[config.mk]
export PLATFORM = sky130hd
export DESIGN_NAME = video_scan_timing
export DESIGN_NICKNAME = d
export VERILOG_FILES = /design/src/rtl/video_scan_timing.sv
export SDC_FILE = /design/constraint.sdc
export NUM_CORES = 1
export LEC_CHECK = 0
export CAP_MARGIN = 30
export CORE_MARGIN = 1.5
export CORE_UTILIZATION = 45
export CTS_BUF_LIST = sky130_fd_sc_hd__clkbuf_16
export DETAILED_ROUTE_END_ITERATION = 16
export GPL_TIMING_DRIVEN = 0
export PLACE_DENSITY_LB_ADDON = 0.3
export SYNTH_ARGS = -nofsm -noshare
export SYNTH_HDL_FRONTEND = slang
export SYNTH_SLANG_ARGS = --single-unit
[constraint.sdc]
create_clock -name sys_clock -period 2.7 [get_ports sys_clock]
set_input_delay 0.54 -clock sys_clock [delete_from_list [all_inputs] [get_ports sys_clock]]
set_output_delay 0.54 -clock sys_clock [all_outputs]
set_load 0.005 [all_outputs]
[src/rtl/video_scan_timing.sv]
// Raster timing for the Apple-1 40x24 text display.
// Walks the raster at the pixel_clken rate and emits sync, blanking, the
// character column/row and the glyph pixel indices. All outputs are registered
// from next-state values, so they line up with the counter position they describe.
// Optional feature: define CURSOR_BLINK_EN to build the cursor-blink frame
// counter. Without it, blink is tied high and the cursor is steady.
module video_scan_timing #(
  parameter int unsigned H_TOTAL      = 448,
  parameter int unsigned H_ACTIVE     = 280,
  parameter int unsigned H_SYNC_START = 320,
  parameter int unsigned H_SYNC_LEN   = 32,
  parameter int unsigned V_TOTAL      = 262,
  parameter int unsigned V_ACTIVE     = 192,
  parameter int unsigned V_SYNC_START = 224,
  parameter int unsigned V_SYNC_LEN   = 3,
  parameter bit          SYNC_POL     = 1'b0
`ifdef CURSOR_BLINK_EN
  ,
  parameter int unsigned BLINK_FRAMES = 16
`endif
) (
  input  logic       sys_clock,
  input  logic       reset,
  input  logic       pixel_clken,
  output logic       hsync,
  output logic       vsync,
  output logic       active,
  output logic [5:0] char_col,
  output logic [4:0] char_row,
  output logic [2:0] pix_x,
  output logic [2:0] pix_y,
  output logic       line_start,
  output logic       frame_start,
  output logic       blink
);

  localparam logic [8:0] HLast      = 9'(H_TOTAL - 1);
  localparam logic [8:0] HActive    = 9'(H_ACTIVE);
  localparam logic [8:0] HSyncStart = 9'(H_SYNC_START);
  localparam logic [8:0] HSyncEnd   = 9'(H_SYNC_START + H_SYNC_LEN);
  localparam logic [8:0] VLast      = 9'(V_TOTAL - 1);
  localparam logic [8:0] VActive    = 9'(V_ACTIVE);
  localparam logic [8:0] VSyncStart = 9'(V_SYNC_START);
  localparam logic [8:0] VSyncEnd   = 9'(V_SYNC_START + V_SYNC_LEN);
  localparam logic       SyncOn     = SYNC_POL;
  localparam logic       SyncOff    = ~SYNC_POL;

  // Raster position
  logic [8:0] h_cnt_q, h_cnt_d;
  logic [8:0] v_cnt_q, v_cnt_d;
  logic       h_wrap, v_wrap;

  // Registered outputs and their next-state values
  logic       hsync_q, hsync_d;
  logic       vsync_q, vsync_d;
  logic       active_q, active_d;
  logic [5:0] char_col_q, char_col_d;
  logic [4:0] char_row_q, char_row_d;
  logic [2:0] pix_x_q, pix_x_d;
  logic [2:0] pix_y_q, pix_y_d;
  logic       line_start_q, frame_start_q;
  logic       h_vis, v_vis;

  // Next raster position; v only moves on the horizontal wrap
  always_comb begin
    h_wrap  = (h_cnt_q == HLast);
    v_wrap  = h_wrap && (v_cnt_q == VLast);
    h_cnt_d = h_wrap ? 9'd0 : h_cnt_q + 9'd1;
    if (v_wrap) begin
      v_cnt_d = 9'd0;
    end else if (h_wrap) begin
      v_cnt_d = v_cnt_q + 9'd1;
    end else begin
      v_cnt_d = v_cnt_q;
    end
  end

  // Output next-state, derived from the next raster position
  always_comb begin
    h_vis = (h_cnt_d < HActive);
    v_vis = (v_cnt_d < VActive);

    // Glyph column is a mod-7 counter carrying into the character column,
    // restarted at the left edge and parked at 0 through horizontal blanking.
    if (!h_vis || (h_cnt_d == 9'd0)) begin
      pix_x_d    = 3'd0;
      char_col_d = 6'd0;
    end else if (pix_x_q == 3'd6) begin
      pix_x_d    = 3'd0;
      char_col_d = char_col_q + 6'd1;
    end else begin
      pix_x_d    = pix_x_q + 3'd1;
      char_col_d = char_col_q;
    end

    // Eight scanlines per glyph row, so the row split is just bit slicing
    pix_y_d    = v_vis ? v_cnt_d[2:0] : 3'd0;
    char_row_d = v_vis ? v_cnt_d[7:3] : 5'd0;

    active_d = h_vis && v_vis;
    hsync_d  = ((h_cnt_d >= HSyncStart) && (h_cnt_d < HSyncEnd)) ? SyncOn : SyncOff;
    vsync_d  = ((v_cnt_d >= VSyncStart) && (v_cnt_d < VSyncEnd)) ? SyncOn : SyncOff;
  end

  // Counter and output registers; everything holds while pixel_clken is low
  always_ff @(posedge sys_clock or posedge reset) begin
    if (reset) begin
      h_cnt_q    <= 9'd0;
      v_cnt_q    <= 9'd0;
      hsync_q    <= SyncOff;
      vsync_q    <= SyncOff;
      active_q   <= 1'b1;
      char_col_q <= 6'd0;
      char_row_q <= 5'd0;
      pix_x_q    <= 3'd0;
      pix_y_q    <= 3'd0;
    end else if (pixel_clken) begin
      h_cnt_q    <= h_cnt_d;
      v_cnt_q    <= v_cnt_d;
      hsync_q    <= hsync_d;
      vsync_q    <= vsync_d;
      active_q   <= active_d;
      char_col_q <= char_col_d;
      char_row_q <= char_row_d;
      pix_x_q    <= pix_x_d;
      pix_y_q    <= pix_y_d;
    end
  end

  // Wrap pulses last one sys_clock cycle, cleared even when pixel_clken is low
  always_ff @(posedge sys_clock or posedge reset) begin
    if (reset) begin
      line_start_q  <= 1'b0;
      frame_start_q <= 1'b0;
    end else begin
      line_start_q  <= pixel_clken && h_wrap;
      frame_start_q <= pixel_clken && v_wrap;
    end
  end

`ifdef CURSOR_BLINK_EN
  localparam int unsigned FcW = (BLINK_FRAMES > 1) ? $clog2(BLINK_FRAMES) : 1;
  localparam logic [FcW-1:0] FcLast = FcW'(BLINK_FRAMES - 1);

  logic [FcW-1:0] frame_cnt_q, frame_cnt_d;
  logic           blink_q, blink_d;

  // Count frame wraps; flip the blink phase on every BLINK_FRAMES-th one
  always_comb begin
    frame_cnt_d = frame_cnt_q;
    blink_d     = blink_q;
    if (pixel_clken && v_wrap) begin
      if (frame_cnt_q == FcLast) begin
        frame_cnt_d = '0;
        blink_d     = ~blink_q;
      end else begin
        frame_cnt_d = frame_cnt_q + 1'b1;
      end
    end
  end

  // Blink phase register
  always_ff @(posedge sys_clock or posedge reset) begin
    if (reset) begin
      frame_cnt_q <= '0;
      blink_q     <= 1'b0;
    end else begin
      frame_cnt_q <= frame_cnt_d;
      blink_q     <= blink_d;
    end
  end

  assign blink = blink_q;
`else
  assign blink = 1'b1;
`endif

  assign hsync       = hsync_q;
  assign vsync       = vsync_q;
  assign active      = active_q;
  assign char_col    = char_col_q;
  assign char_row    = char_row_q;
  assign pix_x       = pix_x_q;
  assign pix_y       = pix_y_q;
  assign line_start  = line_start_q;
  assign frame_start = frame_start_q;

endmodule

# --- After elaboration in Yosys (flattened, before gate mapping) ---
# Index checks and enable logic that the tools add are counted.
word_totals:
  register_bits: 40
  wordCells: 46
  output_inout_bits: 23
  inputBits: 3
classes:
  reduce_logical: 11
  eq_ne: 3
  n_mux: 11
  order_cmp: 6
  addsub: 4
op_table:
  columns: ["op", "n"]
  rows:
  - ["two-way mux 9 bit", 3]
  - ["adder 9 x 1 -> 9 bit, second input constant", 2]
  - ["== test 9 bit, second input constant", 2]
  - ["less-than comparator 9 x 8 -> 1 bit, second input constant", 2]
  - ["less-than comparator 9 bit, second input constant", 2]
  - ["two-way mux 6 bit", 2]
  - [">= comparator 9 x 8 -> 1 bit, second input constant", 1]
  - [">= comparator 9 bit, second input constant", 1]
  - ["zero test 9 bit", 1]
  - ["two-way mux 3 bit", 3]
  - ["adder 6 x 1 -> 6 bit, second input constant", 1]
  - ["logical AND 1 bit", 6]
  - ["two-way mux 5 bit", 1]
  - ["adder 3 x 1 -> 3 bit, second input constant", 1]
  - ["== test 3 bit, second input constant", 1]
  - ["two-way mux 1 bit", 2]
  - ["AND reduction 2 bit", 1]
  - ["nonzero test 2 bit", 1]
  - ["zero test 1 bit", 1]
  - ["logical OR 1 bit", 1]

# --- Logic depth before layout (Yosys ltp) ---
logic_depth:
  depth_word: 7
  depth_mapped: 9
  mapped_depth_nobuf: 7

# --- Worst setup path before layout ---
# Ideal clock, no wire load.
synth_timing:
  path_kind: "register to register"
  startpoint: "register h_cnt_q[0]"
  endpoint: "register pix_x_q[0] (netlist: pix_x[0])"
  setup_ns: 0.125
  slack_ns: 0.212
  arrival_time_ns: 2.363
  synth_period_minus_slack_ns: 2.488
  n_path_buf: 1
  path_stages_with_launch: 9
  required_ns: 2.575
  path_cell_list: "dfrtp_1 > ha_1 > nand2b_1 > or4_1 > a2111oi_1 > a32o_2 > buf_6 > nor3_2 > mux2_4"
synth_between:
  elab_chain_cells: 6
  elab_cells_between_ends: 8
  cone_classes: "add/sub: 1; order compare: 1; eq/ne: 1; mux: 2; reduce/logical: 3"
synth_lines:
  columns: ["item", "line_no", "rtl"]
  rows:
  - ["start, declared", "49", "logic [8:0] h_cnt_q, h_cnt_d;"]
  - ["start signal, assigned", "118", "h_cnt_q <= h_cnt_d;"]
  - ["adder 9 x 1 -> 9 bit or == test 9 bit (tied branches)", "68, 66", null]
  - ["two-way mux 9 bit (*)", "68", "h_cnt_d = h_wrap ? 9'd0 : h_cnt_q + 9'd1;"]
  - ["less-than comparator 9 bit", "80", "h_vis = (h_cnt_d < HActive);"]
  - ["zero test 1 bit", "85", "if (!h_vis || (h_cnt_d == 9'd0)) begin"]
  - ["logical OR 1 bit (*)", "85", null]
  - ["two-way mux 3 bit (*)", "85", null]
  - ["end signal, assigned", "125", "pix_x_q <= pix_x_d;"]
  - ["end, declared", "59", "logic [2:0] pix_x_q, pix_x_d;"]
# Mark *: on every way between the ends. The rest lies on a longest branch, timed or not.
# A chain may end at the register's enable or synchronous reset.

# --- Final worst setup path ---
layout_timing:
  startpoint: "register h_cnt_q[1]"
  endpoint: "register pix_x_q[0] (netlist: pix_x[0])"
# The elaborated chain is that of the path after synthesis.

==> results.json <==
{
  "core_region_area_um2": 5200,
  "ys.warnings.count": 0,
  "outcome": "finished, final reports clean",
  "critical_path.endpoint": "pix_x[0]$_DFFE_PP0P_",
  "initial_core_utilization": 0.473,
  "postCtsHoldBufs": 0,
  "final_max_tran_viols": 0,
  "clk_pin_slew_worst_paths_ns": 0.06,
  "rows": 26,
  "synth-async-reset-ratio": 1.00,
  "max_freq_mhz": 385,
  "worst_slew_margin_rel": 0.445,
  "rr_worst_depth": 8,
  "io_buffers": 24,
  "rsz0062_at_grt": "false",
  "post-synth-top-area-fraction": 0.376,
  "reg2reg_setup_slack_ns": 0.10,
  "detailed_route_via_count": 2240,
  "cp-startpoint": "h_cnt_q[1]$_DFFE_PP0P_",
  "mean_routed_wirelength_per_cell_um": 15.2,
  "drt_first_iter_violations": 167,
  "clk-insertion-delay-late_ns": 0.28,
  "cp.arrival_ns": 2.76,
  "cts_num_sinks": 40,
  "syn2layout_area_growth_pct": 23.7,
  "mappedNetlistNets": 287,
  "globalRouteTotalUtil": 0.215,
  "finalClockSkew_ns": 0.00256,
  "yosysSeqAreaShare": 0.408,
  "finalCriticalPeriod_ns": 2.60,
  "yosys-top-cells-area": "sky130_fd_sc_hd__dfrtp_1 (38%), sky130_fd_sc_hd__nand2_1 (4.3%), sky130_fd_sc_hd__o21ai_0 (4.3%)",
  "critical_r2r_launch": "h_cnt_q[1]$_DFFE_PP0P_",
  "regToRegEndpoint": "pix_x[0]$_DFFE_PP0P_",
  "setup-tns-final_ns": 0,
  "tritoncts.num_buffers": 5,
  "grt_pass1_wl_um": 10100,
  "period_share": 0.961,
  "cts-htree-levels": 2,
  "min-delay-path-class": "flop to flop",
  "final_layout_size_suffix_gt1_frac": 0.151,
  "holdWs_ns": 0.485,
  "place_congestion": 0.881,
  "drt_pre_antenna_iters": 4,
  "floorplan.die_area_um2": 5930,
  "critical_path.max_fanout": 8,
  "synthesis.instances": 280,
  "hpwlAfterDp_um": 4050,
  "post-synth-top-count-cell": "sky130_fd_sc_hd__dfrtp_1",
  "avgSynthCellArea_um2": 8.80,
  "drt.antenna.violating_nets": 0,
  "cp-end-kind": "flop",
  "cellPowerDensity_nw_per_um2": 724,
  "floorplan.die.width_um": 77.0,
  "dominantRegCellSynth": "sky130_fd_sc_hd__dfrtp_1",
  "gr-total-overflow": 0,
  "grt_start_max_net_pins": 41,
  "crit_type": "flop to flop",
  "number_of_buffers_between_clock_root_and_the_deepest_sink": 2,
  "vias_per_cell": 5.79,
  "most_frequent_cells_after_synthesis": "sky130_fd_sc_hd__dfrtp_1 (37), sky130_fd_sc_hd__nand2_1 (28), sky130_fd_sc_hd__nor2_1 (24)",
  "grt_antenna_before_repair": 0,
  "cts_root_buffer": "sky130_fd_sc_hd__clkbuf_16",
  "floorplan.die.height_um": 77.0,
  "timing_worst_slew_pin_value_ns": 0.831,
  "synth_edf_count": 0,
  "yosysUniqueCellTypes": 60,
  "p_leak_nw": 1.28,
  "route.detailed.drc": 0,
  "wirelength_um": 5870,
  "count_of_antenna_diodes_in_the_layout": 0,
  "synth.cell_area_um2": 2460,
  "synthDominantAreaCellType": "sky130_fd_sc_hd__dfrtp_1",
  "setup_viol": 0,
  "worstSetupStartpointType": "flop",
  "vdd_ir_drop_max_mv": 0.412,
  "first_global_vias": 2094,
  "num-nets-final": 323,
  "ff_latch_count_synth": 40,
  "cts_tree": "done",
  "finalHoldViolCount": 0,
  "required_time_of_the_critical_path_ns": 2.86,
  "io_pins": 26,
  "maxCapViolCount": 0
}
## how the worst min path moves through the flow
stage	from	end	slack (ns)	depth (start not counted)
after floorplan	active$_DFFE_PP1P_	active$_DFFE_PP1P_	0.47	1
after detailed placement	char_row[4]$_DFFE_PP0P_	char_row[4]$_DFFE_PP0P_	0.47	1
final	hsync$_DFFE_PP1P_	hsync$_DFFE_PP1P_	0.48	2
after CTS	hsync$_DFFE_PP1P_	hsync$_DFFE_PP1P_	0.49	2
after global placement	pix_y[0]$_DFFE_PP0P_	pix_y[0]$_DFFE_PP0P_	0.48	1
after global routing	char_row[3]$_DFFE_PP0P_	char_row[3]$_DFFE_PP0P_	0.51	1
## cell families (layout without fill, tap and decap cells)
group,after synthesis,after routing,share of synthesized area
AOI/OAI and AO/OA,77,77,0.220
buffers and inverters,32,69,0.0660
xor gates and xnor gates,11,11,0.0391
DFF,40,40,0.408
muxes,3,3,0.0147
and+or+nand+nor,112,112,0.231
other,1,1,0.00152
adders and majority gates,4,4,0.0203
## state kept, by name, indices dropped and copies added, names as in the netlist
signal	cells
h_cnt_q	9
v_cnt_q	9
char_col	6
char_row	5
pix_x	3
pix_y	3
active	1
frame_start	1
hsync	1
line_start	1
vsync	1
## area by class of cell
cell class / count / area (um^2)
clock buffer: 5 / 125
buffer: 22 / 128
fill: 469 / 2160
multi-input combinational: 208 / 1370
timing repair buffer: 29 / 278
tap: 70 / 87.6
clock inverter: 3 / 11.3
sequential: 40 / 1010
inverter: 10 / 37.5
## what timing repair did
| item | CTS | global route |
|---|---|---|
| pin swaps | 1 | 1 |
| setup buffers | 2 | 3 |
| gates resized for setup | 6 | 11 |
| endpoints found under the setup margin | 11 | 15 |
## per-layer routing
layer | GRT usage | vias up | wire length, um
li1 | - | 1102 | -
met1 | 0.293 | 1074 | 2760
met2 | 0.341 | 53 | 2770
met3 | 0.0417 | 11 | 230
met4 | 0.0727 | 0 | 106
met5 | 0 | - | 0
## cells in the final DEF (no fill, tap or decap), types with 2 or more instances in the layout
cell / n
sky130_fd_sc_hd__xnor2_1: 9
sky130_fd_sc_hd__nor3_1: 9
sky130_fd_sc_hd__buf_4: 7
sky130_fd_sc_hd__nor4_2: 3
sky130_fd_sc_hd__dfrtp_1: 36
sky130_fd_sc_hd__nand4_1: 5
sky130_fd_sc_hd__inv_1: 11
sky130_fd_sc_hd__o21ai_0: 21
sky130_fd_sc_hd__a31oi_1: 4
sky130_fd_sc_hd__clkbuf_2: 3
sky130_fd_sc_hd__a211oi_1: 2
sky130_fd_sc_hd__nand2_1: 27
sky130_fd_sc_hd__o31a_2: 2
sky130_fd_sc_hd__or4_1: 2
sky130_fd_sc_hd__nor2_1: 24
sky130_fd_sc_hd__o2bb2ai_1: 10
sky130_fd_sc_hd__buf_6: 4
sky130_fd_sc_hd__nand3_1: 11
sky130_fd_sc_hd__and2_1: 3
sky130_fd_sc_hd__o221ai_1: 2
sky130_fd_sc_hd__and3_1: 5
sky130_fd_sc_hd__nor4_1: 2
sky130_fd_sc_hd__clkbuf_1: 10
sky130_fd_sc_hd__xor2_1: 2
sky130_fd_sc_hd__a21oi_1: 9
sky130_fd_sc_hd__clkbuf_16: 5
sky130_fd_sc_hd__nor3_4: 2
sky130_fd_sc_hd__nand3b_1: 2
sky130_fd_sc_hd__a21o_1: 5
sky130_fd_sc_hd__clkdlybuf4s50_1: 24
sky130_fd_sc_hd__a22o_1: 3
sky130_fd_sc_hd__a2bb2oi_1: 2
sky130_fd_sc_hd__o31ai_1: 5
sky130_fd_sc_hd__nand2b_1: 3
sky130_fd_sc_hd__buf_2: 3
sky130_fd_sc_hd__ha_1: 4
sky130_fd_sc_hd__dfstp_2: 3
sky130_fd_sc_hd__or3_1: 2
## power breakdown
group          leakage, nW  internal [mW]  switching (mW)
clock network       0.0776          0.332           0.222
logic                0.713          0.433           0.397
registers            0.492          0.714           0.110
## metrics by stage
stage | area [um^2] | power [mW] | setup slack [ns] | std cells | util
final | 3050 | 2.21 | 0.105 | 387 | 0.585
after global routing | 3050 | 2.36 | 0.0137 | 387 | 0.585
after CTS | 2980 | 2.17 | 0.00570 | 384 | 0.572
after detailed placement | 2790 | 1.57 | -0.304 | 374 | 0.536
after global placement | 2790 | 1.56 | -0.298 | 374 | 0.536
after floorplan | 2460 | 1.31 | 0.212 | 280 | -
## critical path, cell delays in order, from the launching register on
cell and delay, ns:
sky130_fd_sc_hd__dfrtp_2 0.41, sky130_fd_sc_hd__ha_1 0.28, sky130_fd_sc_hd__nand2b_1 0.18, sky130_fd_sc_hd__or4_4 0.53, sky130_fd_sc_hd__a2111oi_4 0.37, sky130_fd_sc_hd__a32o_2 0.24, sky130_fd_sc_hd__buf_6 0.15, sky130_fd_sc_hd__nor3_2 0.05
sky130_fd_sc_hd__mux2_4 0.27
No activity file was read; power rests on OpenSTA's default activity.
